[src/rtl/keypad_scanner_if.sv]
// Pad-side and core-side signals of the keypad scanner.
// The master modport is the scanner; the slave is the pad ring/calculator.
interface keypad_scanner_if;
   logic [3:0] row_in;
   logic [3:0] col_out;
   logic [3:0] key_code;
   logic       key_valid;
   logic       key_held;

   modport master (
      input  row_in,
      output col_out,
      output key_code,
      output key_valid,
      output key_held
   );

   modport slave (
      output row_in,
      input  col_out,
      input  key_code,
      input  key_valid,
      input  key_held
   );
endinterface

[src/rtl/keypad_scanner.sv]
// 4x4 keypad scanner: column scan, full-scan debounce, and one strobe per press.
// key_code = row*4 + col of the accepted key.
module keypad_scanner #(
   parameter int SCAN_DIV       = 2500,
   parameter int DEBOUNCE_SCANS = 8
) (
   input logic              clk,
   input logic              rst_n,
   keypad_scanner_if.master kp
);

   localparam int              DIV_W    = $clog2(SCAN_DIV);
   localparam logic [DIV_W-1:0] DIV_LAST = DIV_W'(SCAN_DIV - 1);
   localparam logic [3:0]       DEB      = 4'(DEBOUNCE_SCANS);

   typedef enum logic [1:0] {
      RES_NONE,
      RES_SINGLE,
      RES_MULTI
   } res_kind_t;

   typedef enum logic {
      IDLE,
      PRESSED
   } state_t;

   logic [3:0]       row_meta;
   logic [3:0]       row_sync;
   logic [DIV_W-1:0] div_q;
   logic [1:0]       col_q;
   logic             sample_en;
   logic             scan_done;
   logic [15:0]      snapshot_q;
   logic [15:0]      scan_full;
   logic [4:0]       ones;
   logic [3:0]       hit_idx;
   res_kind_t        res_kind;
   logic [3:0]       res_idx;
   res_kind_t        prev_kind_q;
   logic [3:0]       prev_idx_q;
   logic             same_res;
   logic [3:0]       cnt_q;
   logic [3:0]       cnt_next;
   state_t           state_q;
   state_t           state_d;
   logic             key_valid_q;
   logic             key_valid_d;
   logic [3:0]       key_code_q;
   logic [3:0]       key_code_d;

   // Rows idle high (external pull-ups), so the synchroniser resets to all ones.
   always_ff @(posedge clk or negedge rst_n) begin
      if (!rst_n) begin
         row_meta <= 4'hF;
         row_sync <= 4'hF;
      end else begin
         row_meta <= kp.row_in;
         row_sync <= row_meta;
      end
   end

   always_ff @(posedge clk or negedge rst_n) begin
      if (!rst_n) begin
         div_q <= '0;
         col_q <= 2'd0;
      end else if (div_q == DIV_LAST) begin
         div_q <= '0;
         col_q <= col_q + 2'd1;
      end else begin
         div_q <= div_q + 1'b1;
      end
   end

   assign sample_en = (div_q == DIV_LAST);
   assign scan_done = sample_en && (col_q == 2'd3);

   // The column-3 sample is merged in combinationally so the result is known that cycle.
   always_comb begin
      scan_full = snapshot_q;
      if (sample_en) begin
         for (int r = 0; r < 4; r++) begin
            scan_full[{2'(r), col_q}] = ~row_sync[r];
         end
      end
   end

   always_ff @(posedge clk or negedge rst_n) begin
      if (!rst_n) begin
         snapshot_q <= '0;
      end else if (sample_en) begin
         snapshot_q <= scan_done ? 16'h0000 : scan_full;
      end
   end

   always_comb begin
      ones    = 5'd0;
      hit_idx = 4'd0;
      for (int i = 0; i < 16; i++) begin
         if (scan_full[i]) begin
            ones    = ones + 5'd1;
            hit_idx = 4'(i);
         end
      end
      if (ones == 5'd0) begin
         res_kind = RES_NONE;
      end else if (ones == 5'd1) begin
         res_kind = RES_SINGLE;
      end else begin
         res_kind = RES_MULTI;
      end
      res_idx = (ones == 5'd1) ? hit_idx : 4'd0;
   end

   // Non-single results always carry index 0, so a plain compare matches kind and key.
   assign same_res = (res_kind == prev_kind_q) && (res_idx == prev_idx_q);

   always_comb begin
      cnt_next = 4'd1;
      if (same_res) begin
         cnt_next = (cnt_q == DEB) ? DEB : cnt_q + 4'd1;
      end
   end

   always_ff @(posedge clk or negedge rst_n) begin
      if (!rst_n) begin
         prev_kind_q <= RES_NONE;
         prev_idx_q  <= 4'd0;
         cnt_q       <= 4'd0;
      end else if (scan_done) begin
         prev_kind_q <= res_kind;
         prev_idx_q  <= res_idx;
         cnt_q       <= cnt_next;
      end
   end

   always_ff @(posedge clk or negedge rst_n) begin
      if (!rst_n) begin
         state_q     <= IDLE;
         key_valid_q <= 1'b0;
         key_code_q  <= 4'd0;
      end else begin
         state_q     <= state_d;
         key_valid_q <= key_valid_d;
         key_code_q  <= key_code_d;
      end
   end

   // Multi-key results never move the FSM; a key change while pressed needs a release first.
   always_comb begin
      state_d     = state_q;
      key_valid_d = 1'b0;
      key_code_d  = key_code_q;
      if (scan_done && (cnt_next == DEB)) begin
         case (state_q)
            IDLE: begin
               if (res_kind == RES_SINGLE) begin
                  state_d     = PRESSED;
                  key_valid_d = 1'b1;
                  key_code_d  = res_idx;
               end
            end
            PRESSED: begin
               if (res_kind == RES_NONE) begin
                  state_d = IDLE;
               end
            end
            default: state_d = IDLE;
         endcase
      end
   end

   assign kp.col_out   = ~(4'b0001 << col_q);
   assign kp.key_code  = key_code_q;
   assign kp.key_valid = key_valid_q;
   assign kp.key_held  = (state_q == PRESSED);

endmodule

[src/flat_wrapper.sv]
// flat-port wrapper written by rule: the top's interface ports become plain ports
module keypad_scanner_flat 
#(
   parameter int SCAN_DIV       = 2500,
   parameter int DEBOUNCE_SCANS = 8
)
  (clk, rst_n, kp_row_in, kp_col_out, kp_key_code, kp_key_valid, kp_key_held);
  keypad_scanner_if kp_i ();
  input logic clk;
  input logic rst_n;
  input wire logic [$bits(kp_i.row_in)-1:0] kp_row_in;
  output wire logic [$bits(kp_i.col_out)-1:0] kp_col_out;
  output wire logic [$bits(kp_i.key_code)-1:0] kp_key_code;
  output wire logic [$bits(kp_i.key_valid)-1:0] kp_key_valid;
  output wire logic [$bits(kp_i.key_held)-1:0] kp_key_held;
  assign kp_i.row_in = kp_row_in;
  assign kp_col_out = kp_i.col_out;
  assign kp_key_code = kp_i.key_code;
  assign kp_key_valid = kp_i.key_valid;
  assign kp_key_held = kp_i.key_held;
  keypad_scanner #(.SCAN_DIV(SCAN_DIV), .DEBOUNCE_SCANS(DEBOUNCE_SCANS)) u_core (.clk(clk), .rst_n(rst_n), .kp(kp_i));
endmodule
[config.mk]
export PLATFORM = sky130hd
export DESIGN_NAME = keypad_scanner_flat
export DESIGN_NICKNAME = d
export VERILOG_FILES = /design/src/rtl/keypad_scanner_if.sv /design/src/rtl/keypad_scanner.sv /design/src/flat_wrapper.sv
export SDC_FILE = /design/constraint.sdc
export NUM_CORES = 1
export LEC_CHECK = 0
export CAP_MARGIN = 20
export CORE_ASPECT_RATIO = 1.5
export CORE_MARGIN = 2
export CORE_UTILIZATION = 69
export CTS_BUF_LIST = sky130_fd_sc_hd__clkbuf_8
export DETAILED_ROUTE_END_ITERATION = 8
export HOLD_SLACK_MARGIN = 0.15
export PLACE_DENSITY = 0.85
export SETUP_SLACK_MARGIN = 0.5
export SLEW_MARGIN = 5
export SYNTH_ARGS = -nofsm -noshare
export SYNTH_HDL_FRONTEND = slang
export SYNTH_SLANG_ARGS = --single-unit
[constraint.sdc]
create_clock -name clk -period 24 [get_ports clk]
set_clock_uncertainty 0.15 [all_clocks]
set_input_delay 4.8 -clock clk [delete_from_list [all_inputs] [get_ports clk]]
set_output_delay 4.8 -clock clk [all_outputs]
set_load 0.01 [all_outputs]
==> results.ini, run 1 <==
[logic_synthesis]
yosysSeqAreaShare_pct = 30.8
syn_area_um2 = 4430
synth_commonest_cells = nand2_1, dfrtp_1, nor2_1, xnor2_1, inv_1
syn_area_per_cell_um2 = 9.15
synth_nets = 510
synthMostInstantiatedCell = nand2_1
ys.flop_type = dfrtp_1
synth_warnings = 0
synth_edf_count = 0
synth_top_cell_by_area = dfrtp_1
yosys.cell_types.count = 85
synth_top_area_share_pct = 26.0
async_reset_ff_share_pct = 100
synth-seq-cells = 54
synth.area.top_cells = dfrtp_1, xnor2_1, ha_1, dfstp_2, nand2_1
syn_inst = 484

[sta]
slew_violations = 0
hold_violations = 0
slew_headroom_pct = 41.6
fin_crit_sh_pct = 51.7
setup_viol = 0
holdWs_ns = 0.211
fin_tns_setup_ns = 0
rsz0062_at_grt = false
min_period_ns = 12.42
timing.fmax_mhz = 80.5
worst-slew-pin-transition_ns = 0.869

[critical_path]
cp_slowest_cell = or4b_1
timing.rr.end = u_core.kp.key_code[3]$_DFFE_PN0P_
crit_type = reg2reg
crit_path_end_kind = flop
crit_path_start_kind = flop
cpMostUsedCell = ha_1
ff2ff_setup_slack_ns = 11.58
reg2reg_depth = 50
max_stage_delay_ns = 0.60
r2r-start = u_core.div_q[0]$_DFF_PN0_
required_ns = 24.06
startpoint = u_core.div_q[0]$_DFF_PN0_
cp_max_fo = 9
worstPathArrival_ns = 12.48

[placement]
io_buffer_count = 15
gp_congestion = 0.928
dpl_cell_area_um2 = 4630
dp.cells = 564
dp_hpwl_um = 7950

[clocking]
cts-htree-levels = 2
ctsHoldBuffers = 0
clkLatencyLatePin_ns = 0.31
cts_tree = built
cts_buffers = 5
cts_root_buf = clkbuf_8
cts_setup_buffers = 0
cts_buffer_depth = 2
cts.repair.resized = 0
clock-sinks = 54
path_clk_slew_ns = 0.11

[pwr]
swShare_pct = 21.5
power.density_nw_per_um2 = 34.2
total_power_mw = 0.162
clock_power_share_pct = 41.0
combPwrFrac_pct = 1.9
p_leak_nw = 2.15
p_switching_mw = 0.0349
internal-power_mw = 0.127
vdd_drop_max_mv = 0.0453
seq_power_share_pct = 57.2

[layout]
fin_nets = 523
instances_no_fill = 572
nFillCells = 440
finish.instance_area_um2 = 4750
drive_gt1_share_pct = 12.2
insertedDiodeCount = 0
area_delta_synth_final_pct = 7.29

[floorplan]
start_util_pct = 71.7
die_h_um = 102
placement_rows = 35
ios = 16
core_area_um2 = 6170
fp.dieW_um = 69.4
die_area_um2 = 7090

[global_routing]
grt_pass1_vias = 3653
grt_pass1_wl_um = 17400
gr-total-overflow = 0
grt.total_usage_pct = 30.6
grt_max_degree = 55
antenna_found_initial = 0

[detailed_routing]
viasPerCell = 6.32
dr_total_vias = 3613
drt-initial-drc-count = 208
wl_met1_um = 3860
met3_length_um = 404
dr.pass1.iters = 4
ant_nets = 0
dr_wl_met2_um = 5420
avgRoutedWirePerCell_um = 17.8
top_layer_used = met4
drt_wl_total_um = 10200
drc_errors = 0

[hold_path]
holdPathStages = 0
hp-start = u_core.row_meta[0]$_DFF_PN1_
min_path_type = reg2reg
min_to = u_core.row_sync[0]$_DFF_PN1_

[status]
outcome = completed

[job]
drv_cap = 0

[how the worst max path moves through the flow]
stage and to:
2_1_floorplan u_core.kp.key_code[3]$_DFFE_PN0P_, 3_3_place_gp u_core.kp.key_code[3]$_DFFE_PN0P_, 3_5_place_dp u_core.kp.key_code[3]$_DFFE_PN0P_, 4_1_cts u_core.kp.key_code[3]$_DFFE_PN0P_, 5_1_grt u_core.kp.key_code[3]$_DFFE_PN0P_, 6_report u_core.kp.key_code[3]$_DFFE_PN0P_
[critical path, delay by kind of cell, from the launching register on]
kind                     cells  cell delay (ns)
adder cells (fa/ha/maj)     14             4.08
AO/OA/AOI/OAI               14             3.00
AND/OR/NAND/NOR             13             2.71
multiplexers                 6             1.67
flip-flops                   1             0.43
buffers and inverters        3             0.24
[cells in the final DEF (no fill, tap or decap), types with 9 or more instances in the layout]
cell	count
mux2i_1	13
o21ai_0	28
nor2_1	39
clkdlybuf4s50_1	14
inv_1	29
dfrtp_1	46
ha_1	20
nand3_1	16
a21oi_1	16
xor2_1	9
xnor2_1	38
nand2_1	55
[final cells by class]
type / instances / area (um^2) / area share, %
clock buffers: 6 / 82.6 / 1.74
clock inverters: 2 / 38.8 / 0.817
inverters: 30 / 113 / 2.37
multi-input cells: 386 / 2880 / 60.6
flip-flops and latches: 54 / 1360 / 28.7
well taps: 74 / 92.6 / 1.95
repair buffers: 20 / 183 / 3.85
[routing by layer]
layer / up-vias / global-route usage (%)
met5: - / 0
met4: 0 / 16.1
met3: 37 / 3.85
met2: 96 / 56.7
met1: 1721 / 34.5
li1: 1759 / -
[flip-flops by register name (all words and copies together), names as in the netlist, named ones only]
register,flops
u_core.row_sync,4
u_core.prev_idx_q,4
u_core.prev_kind_q,2
u_core.cnt_q,4
u_core.kp.key_code,4
u_core.snapshot_q,16
u_core.row_meta,4
u_core.kp.key_valid,1
u_core.col_q,2
u_core.div_q,12
[through the flow]
| stage | worst slack (ns) | utilization (%) |
|---|---|---|
| after floorplan | 12.89 | - |
| after global placement | 12.18 | 75.0 |
| after detailed placement | 11.71 | 75.0 |
| after CTS | 11.64 | 76.9 |
| after global routing | 10.69 | 76.9 |
| final | 11.58 | 76.9 |
[logic make-up after synthesis]
group | count (synthesis) | share of synthesized area, %
buffers and inverters | 44 | 4.21
adders and majority gates | 22 | 6.11
xor gates and xnor gates | 56 | 13.9
DFF | 54 | 30.8
AOI/OAI and AO/OA | 108 | 16.6
and+or+nand+nor | 175 | 22.0
muxes | 25 | 6.44
[power groups by stage]
stage / Combinational [mW] / Sequential (mW) / Clock, mW
after floorplan: 0.000543 / 0.0942 / 0
after global placement: 0.00305 / 0.0945 / 0
after detailed placement: 0.00318 / 0.0945 / 0
after CTS: 0.00317 / 0.0928 / 0.0672
after global routing: 0.00361 / 0.0929 / 0.0701
final: 0.00304 / 0.0928 / 0.0665
Power figures use the tool's default switching activity.
==> run 2, diff against run 1 <==
--- a/config.mk
+++ b/config.mk
@@ -8,11 +8,11 @@
 export CAP_MARGIN = 20
 export CORE_ASPECT_RATIO = 1.5
 export CORE_MARGIN = 2
-export CORE_UTILIZATION = 69
+export CORE_UTILIZATION = 58
 export CTS_BUF_LIST = sky130_fd_sc_hd__clkbuf_8
 export DETAILED_ROUTE_END_ITERATION = 8
 export HOLD_SLACK_MARGIN = 0.15
-export PLACE_DENSITY = 0.85
+export PLACE_DENSITY = 0.75
 export SETUP_SLACK_MARGIN = 0.5
 export SLEW_MARGIN = 5
 export SYNTH_ARGS = -nofsm -noshare
==> constraint.sdc (replaced) <==
create_clock -name clk -period 11.2 [get_ports clk]
set_clock_uncertainty 0.15 [all_clocks]
set_input_delay 2.24 -clock clk [delete_from_list [all_inputs] [get_ports clk]]
set_output_delay 2.24 -clock clk [all_outputs]
set_load 0.01 [all_outputs]
==> run 2 against run 1 <==
Sequential share of layout area is 3.3 points lower. Routed wire length rose by 13%. Maximum frequency grew 17%. Via count rose by 7.3%. Design area grew 13%. Critical path type unchanged.
==> results.ini, run 2 (synthesized netlist as in run 1, its figures left out) <==
[status]
outcome = completed

[critical_path]
cp_max_fo = 4
crit_path_start_kind = flop
max_stage_delay_ns = 0.46
crit_type = reg2reg
cpMostUsedCell = ha_4
cp_slowest_cell = or4b_4
startpoint = u_core.div_q[0]$_DFF_PN0_
required_ns = 11.27
worstPathArrival_ns = 10.65
crit_path_end_kind = flop
r2r-start = u_core.div_q[0]$_DFF_PN0_

[clocking]
cts-htree-levels = 2
cts_tree = built
clkLatencyLatePin_ns = 0.32
ctsHoldBuffers = 0
cts_root_buf = clkbuf_8
path_clk_slew_ns = 0.11
cts_buffer_depth = 2
cts_buffers = 5
clock-sinks = 54

[layout]
largest_register = u_core.snapshot_q
mostFrequentLayoutCells = nand2_1, dfrtp_1, xnor2_1, nor2_1, buf_4
largest_reg_flops = 16
top_regs = u_core.snapshot_q: 16 flops, u_core.div_q: 12 flops
insertedDiodeCount = 0
instances_no_fill = 635
fin_nets = 558
drive_gt1_share_pct = 25.7
area_delta_synth_final_pct = 21.6
final_common_cell = nand2_1
finish.instance_area_um2 = 5380
nFillCells = 584

[sta]
hold_violations = 0
fin_crit_sh_pct = 94.5
slew_headroom_pct = 36.1
timing.fmax_mhz = 94.5
slew_violations = 0
min_period_ns = 10.58
setup_viol = 0
rsz0062_at_grt = true
worst-slew-pin-transition_ns = 0.946

[detailed_routing]
dr.pass1.iters = 6
ant_nets = 0
drt_wl_total_um = 11500
dr_total_vias = 3875
avgRoutedWirePerCell_um = 18.1
viasPerCell = 6.10
drc_errors = 0
drt-initial-drc-count = 196

[placement]
gp_congestion = 0.925
io_buffer_count = 15
dpl_cell_area_um2 = 4840
dp_hpwl_um = 8210
dp.cells = 602

[global_routing]
grt_pass1_vias = 3917
grt_max_degree = 55
antenna_found_initial = 0
grt.total_usage_pct = 27.9
gr-total-overflow = 0
grt_pass1_wl_um = 18200

[hold_path]
hp-start = u_core.row_meta[1]$_DFF_PN1_
min_path_type = reg2reg

[floorplan]
die_h_um = 111
placement_rows = 39
start_util_pct = 58.9
fp.dieW_um = 75.3
ios = 16
die_area_um2 = 8360
core_area_um2 = 7510

[pwr]
p_leak_nw = 2.38
vdd_drop_max_mv = 0.124
power.density_nw_per_um2 = 65.0

[job]
drv_cap = 0

[run 2: cell count changes in the layout (fill, tap and decap cells not counted), moves of 5 or more]
cell / before / now
ha_4: 0 / 9
nand2_2: 0 / 5
ha_1: 20 / 11
buf_4: 5 / 38
nand2_1: 55 / 49
o21ai_2: 0 / 5
mux2_4: 1 / 6
[run 2: layout make-up]
class / count / area, um^2 / share of cell area [%]
clock buffers: 6 / 82.6 / 1.53
repair buffers: 55 / 453 / 8.41
inverters: 30 / 113 / 2.09
well taps: 102 / 128 / 2.37
clock inverters: 2 / 38.8 / 0.721
multi-input cells: 386 / 3200 / 59.5
flip-flops and latches: 54 / 1370 / 25.4
[run 2: through the flow]
stage               setup slack [ns]  setup TNS (ns)  hold WS, ns  power, mW  util, %
global placement               0.309               0        0.196      0.209     64.4
global route                   0.236               0        0.221      0.362     71.6
finish                         0.617               0        0.211      0.350     71.6
CTS                            0.516               0        0.212      0.355     68.3
floorplan                      0.433               0        0.195      0.203        -
detailed placement          -0.00310        -0.00310        0.197      0.210     64.4
[run 2: worst max-delay path: cells and delay by family, from the launching register on]
| family | cells | cell delay [ns] |
|---|---|---|
| multiplexers | 6 | 1.65 |
| AND/OR/NAND/NOR | 13 | 2.07 |
| buffers and inverters | 3 | 0.21 |
| flip-flops | 1 | 0.41 |
| adder cells (fa/ha/maj) | 14 | 3.50 |
| AO/OA/AOI/OAI | 14 | 2.46 |
[run 2: final timing paths]
| check | to | slack (ns) | cells after the start |
|---|---|---|---|
| worst max-delay path | u_core.kp.key_code[3]$_DFFE_PN0P_ | 0.62 | 50 |
| worst min-delay path | u_core.row_sync[1]$_DFF_PN1_ | 0.21 | 0 |
| worst max register to register | u_core.kp.key_code[3]$_DFFE_PN0P_ | 0.62 | 50 |
| worst min register to register | u_core.row_sync[1]$_DFF_PN1_ | 0.21 | 0 |
| max in group asynchronous | u_core.div_q[2]$_DFF_PN0_ | 8.53 | 2 |
| min in group asynchronous | u_core.prev_idx_q[2]$_DFFE_PN0P_ | 1.87 | 2 |
[run 2: routing by layer]
metal / GRT usage, % / part of all wire (%) / vias up
met3: 3.91 / 4.3 / 47
li1: - / - / 1831
met5: 0 / 0 / -
met1: 30.4 / 37 / 1868
met2: 50.7 / 54 / 129
met4: 12.7 / 4.6 / 0
[run 2: where the power goes]
part	switching (mW)	internal, mW	total (mW)
logic	0.00486	0.00178	0.00664
registers	0.00152	0.198	0.199
clock network	0.0702	0.0737	0.144
total	0.0766	0.273	0.350
[run 2: repair_timing]
action | in CTS | in global routing
resized for setup | 18 | 24
hold endpoints to repair | 0 | 0
pin swaps | 9 | 23
setup buffers | 11 | 14
setup endpoints to repair | 16 | 16
==> run 3, diff against run 2 <==
--- a/config.mk
+++ b/config.mk
@@ -8,11 +8,11 @@
 export CAP_MARGIN = 20
 export CORE_ASPECT_RATIO = 1.5
 export CORE_MARGIN = 2
-export CORE_UTILIZATION = 58
+export CORE_UTILIZATION = 64
 export CTS_BUF_LIST = sky130_fd_sc_hd__clkbuf_8
 export DETAILED_ROUTE_END_ITERATION = 8
 export HOLD_SLACK_MARGIN = 0.15
-export PLACE_DENSITY = 0.75
+export PLACE_DENSITY = 0.79
 export SETUP_SLACK_MARGIN = 0.5
 export SLEW_MARGIN = 5
 export SYNTH_ARGS = -nofsm -noshare
==> constraint.sdc (replaced) <==
create_clock -name clk -period 11.6 [get_ports clk]
set_clock_uncertainty 0.15 [all_clocks]
set_input_delay 2.32 -clock clk [delete_from_list [all_inputs] [get_ports clk]]
set_output_delay 2.32 -clock clk [all_outputs]
set_load 0.01 [all_outputs]
==> run 3 against run 2 <==
Power fell by 4.2%. Critical path depth rose by 1. Sequential power fell by 4%. Worst setup slack improved by 0.046 ns. Clock power fell by 5%. Combinational power fell by 4.4%. Register-to-register slack improved by 0.05 ns. Routed wire length fell by 3.7%. Non-clock buffer count fell by 7. Sequential share of layout area rose by 1.0 points. Final cell count fell by 4.9%. Die area fell by 9.0%. Critical path type unchanged. Largest cell class unchanged. Highest routed layer unchanged.
==> results.ini, run 3 (synthesized netlist as in run 1, its figures left out) <==
[clocking]
path_clk_slew_ns = 0.10
cts_root_buf = clkbuf_8
cts_tree = built
cts_buffers = 5
cts_buffer_depth = 2
ctsHoldBuffers = 0
cts-htree-levels = 2
clkLatencyLatePin_ns = 0.32
clock-sinks = 54

[layout]
finish.instance_area_um2 = 5180
drive_gt1_share_pct = 23.2
top_regs = u_core.snapshot_q: 16 flops, u_core.div_q: 12 flops
insertedDiodeCount = 0
mostFrequentLayoutCells = nand2_1, dfrtp_1, xnor2_1
final_common_cell = nand2_1
nFillCells = 485
largest_reg_flops = 16
fin_nets = 551
area_delta_synth_final_pct = 17.0
largest_register = u_core.snapshot_q

[detailed_routing]
avgRoutedWirePerCell_um = 18.4
drc_errors = 0
ant_nets = 0
drt-initial-drc-count = 231
dr_total_vias = 3822
drt_wl_total_um = 11100
viasPerCell = 6.33
dr.pass1.iters = 4

[pwr]
p_leak_nw = 2.31
power.density_nw_per_um2 = 64.7
vdd_drop_max_mv = 0.0792

[job]
drv_cap = 0

[critical_path]
crit_path_start_kind = flop
worstPathArrival_ns = 11.01
max_stage_delay_ns = 0.46
reg2reg_depth = 51
crit_type = reg2reg
startpoint = u_core.div_q[1]$_DFF_PN0_
ff2ff_setup_slack_ns = 0.66
crit_path_end_kind = flop
required_ns = 11.67
r2r-start = u_core.div_q[1]$_DFF_PN0_
cp_max_fo = 5
cpMostUsedCell = ha_1
cp_slowest_cell = or4b_4

[placement]
dp_hpwl_um = 7940
io_buffer_count = 15
dpl_cell_area_um2 = 4710
gp_congestion = 0.978

[floorplan]
core_area_um2 = 6760
placement_rows = 37
die_h_um = 106
start_util_pct = 65.5
fp.dieW_um = 71.9
ios = 16
die_area_um2 = 7610

[global_routing]
grt.total_usage_pct = 29.7
grt_max_degree = 55
grt_pass1_vias = 3825
antenna_found_initial = 0
grt_pass1_wl_um = 17800
gr-total-overflow = 0

[sta]
slew_headroom_pct = 41.7
hold_violations = 0
worst-slew-pin-transition_ns = 0.865
setup_viol = 0
fin_tns_setup_ns = 0
fin_crit_sh_pct = 94.3
timing.fmax_mhz = 91.4
slew_violations = 0
min_period_ns = 10.94
rsz0062_at_grt = false

[hold_path]
min_path_type = reg2reg

[status]
outcome = completed

[run 3: worst min path at each step]
stage / from / endpoint / slack (ns) / cells after the start
floorplan: u_core.row_meta[0]$_DFF_PN1_ / u_core.row_sync[0]$_DFF_PN1_ / 0.20 / 0
global placement: u_core.row_meta[2]$_DFF_PN1_ / u_core.row_sync[2]$_DFF_PN1_ / 0.20 / 0
detailed placement: u_core.row_meta[3]$_DFF_PN1_ / u_core.row_sync[3]$_DFF_PN1_ / 0.20 / 0
CTS: u_core.row_meta[3]$_DFF_PN1_ / u_core.row_sync[3]$_DFF_PN1_ / 0.21 / 0
global route: u_core.row_meta[3]$_DFF_PN1_ / u_core.row_sync[3]$_DFF_PN1_ / 0.22 / 0
finish: u_core.row_meta[3]$_DFF_PN1_ / u_core.row_sync[3]$_DFF_PN1_ / 0.21 / 0
[run 3: timing repair]
| action | 4_1_cts | 5_1_grt |
|---|---|---|
| setup endpoints to repair | 16 | 16 |
| gates resized for setup | 14 | 35 |
| setup buffers | 5 | 13 |
| pin swaps | 2 | 14 |
| hold endpoints to repair | 0 | 0 |
[run 3: critical path, delay by kind of cell, from the launching register on]
kind / cells / cell delay, ns
flops: 1 / 0.41
fa+ha+maj: 14 / 3.72
mux: 6 / 1.69
simple gates: 14 / 2.34
buf+inv: 4 / 0.41
compound gates: 13 / 2.13
[run 3: where the power goes]
part           total [mW]  leakage (nW)  internal [mW]  switching (mW)
clock               0.137        0.0618         0.0711          0.0656
combinational     0.00635          1.54        0.00170         0.00465
sequential          0.192         0.707          0.191         0.00133
total               0.335          2.31          0.263          0.0716
[run 3: layout make-up]
cell class                      count  area, um^2  share of cell area, %
Tap cell                           78        97.6                   1.88
Sequential cell                    54        1370                   26.4
Clock inverter                      2        38.8                  0.749
Inverter                           30         113                   2.17
Clock buffer                        6        82.6                   1.59
Multi-Input combinational cell    386        3090                   59.6
Timing Repair Buffer               48         397                   7.66
[run 3: per-layer routing]
layer	vias up	wire length (um)	GRT usage, %
met1	1887	4240	32.0
met4	0	361	12.0
met3	26	303	3.44
li1	1818	-	-
met2	91	6170	56.8
met5	-	0	0
[run 3: per-stage QoR]
step / hold WS (ns) / utilization, % / std cells / setup slack [ns] / total power, mW
after floorplan: 0.195 / - / 484 / 0.542 / 0.196
after global placement: 0.196 / 69.7 / 578 / 0.359 / 0.202
after detailed placement: 0.198 / 69.7 / 578 / -0.0386 / 0.202
after CTS: 0.213 / 72.8 / 591 / 0.522 / 0.338
after global routing: 0.218 / 76.6 / 604 / 0.356 / 0.347
final: 0.211 / 76.6 / 604 / 0.663 / 0.335
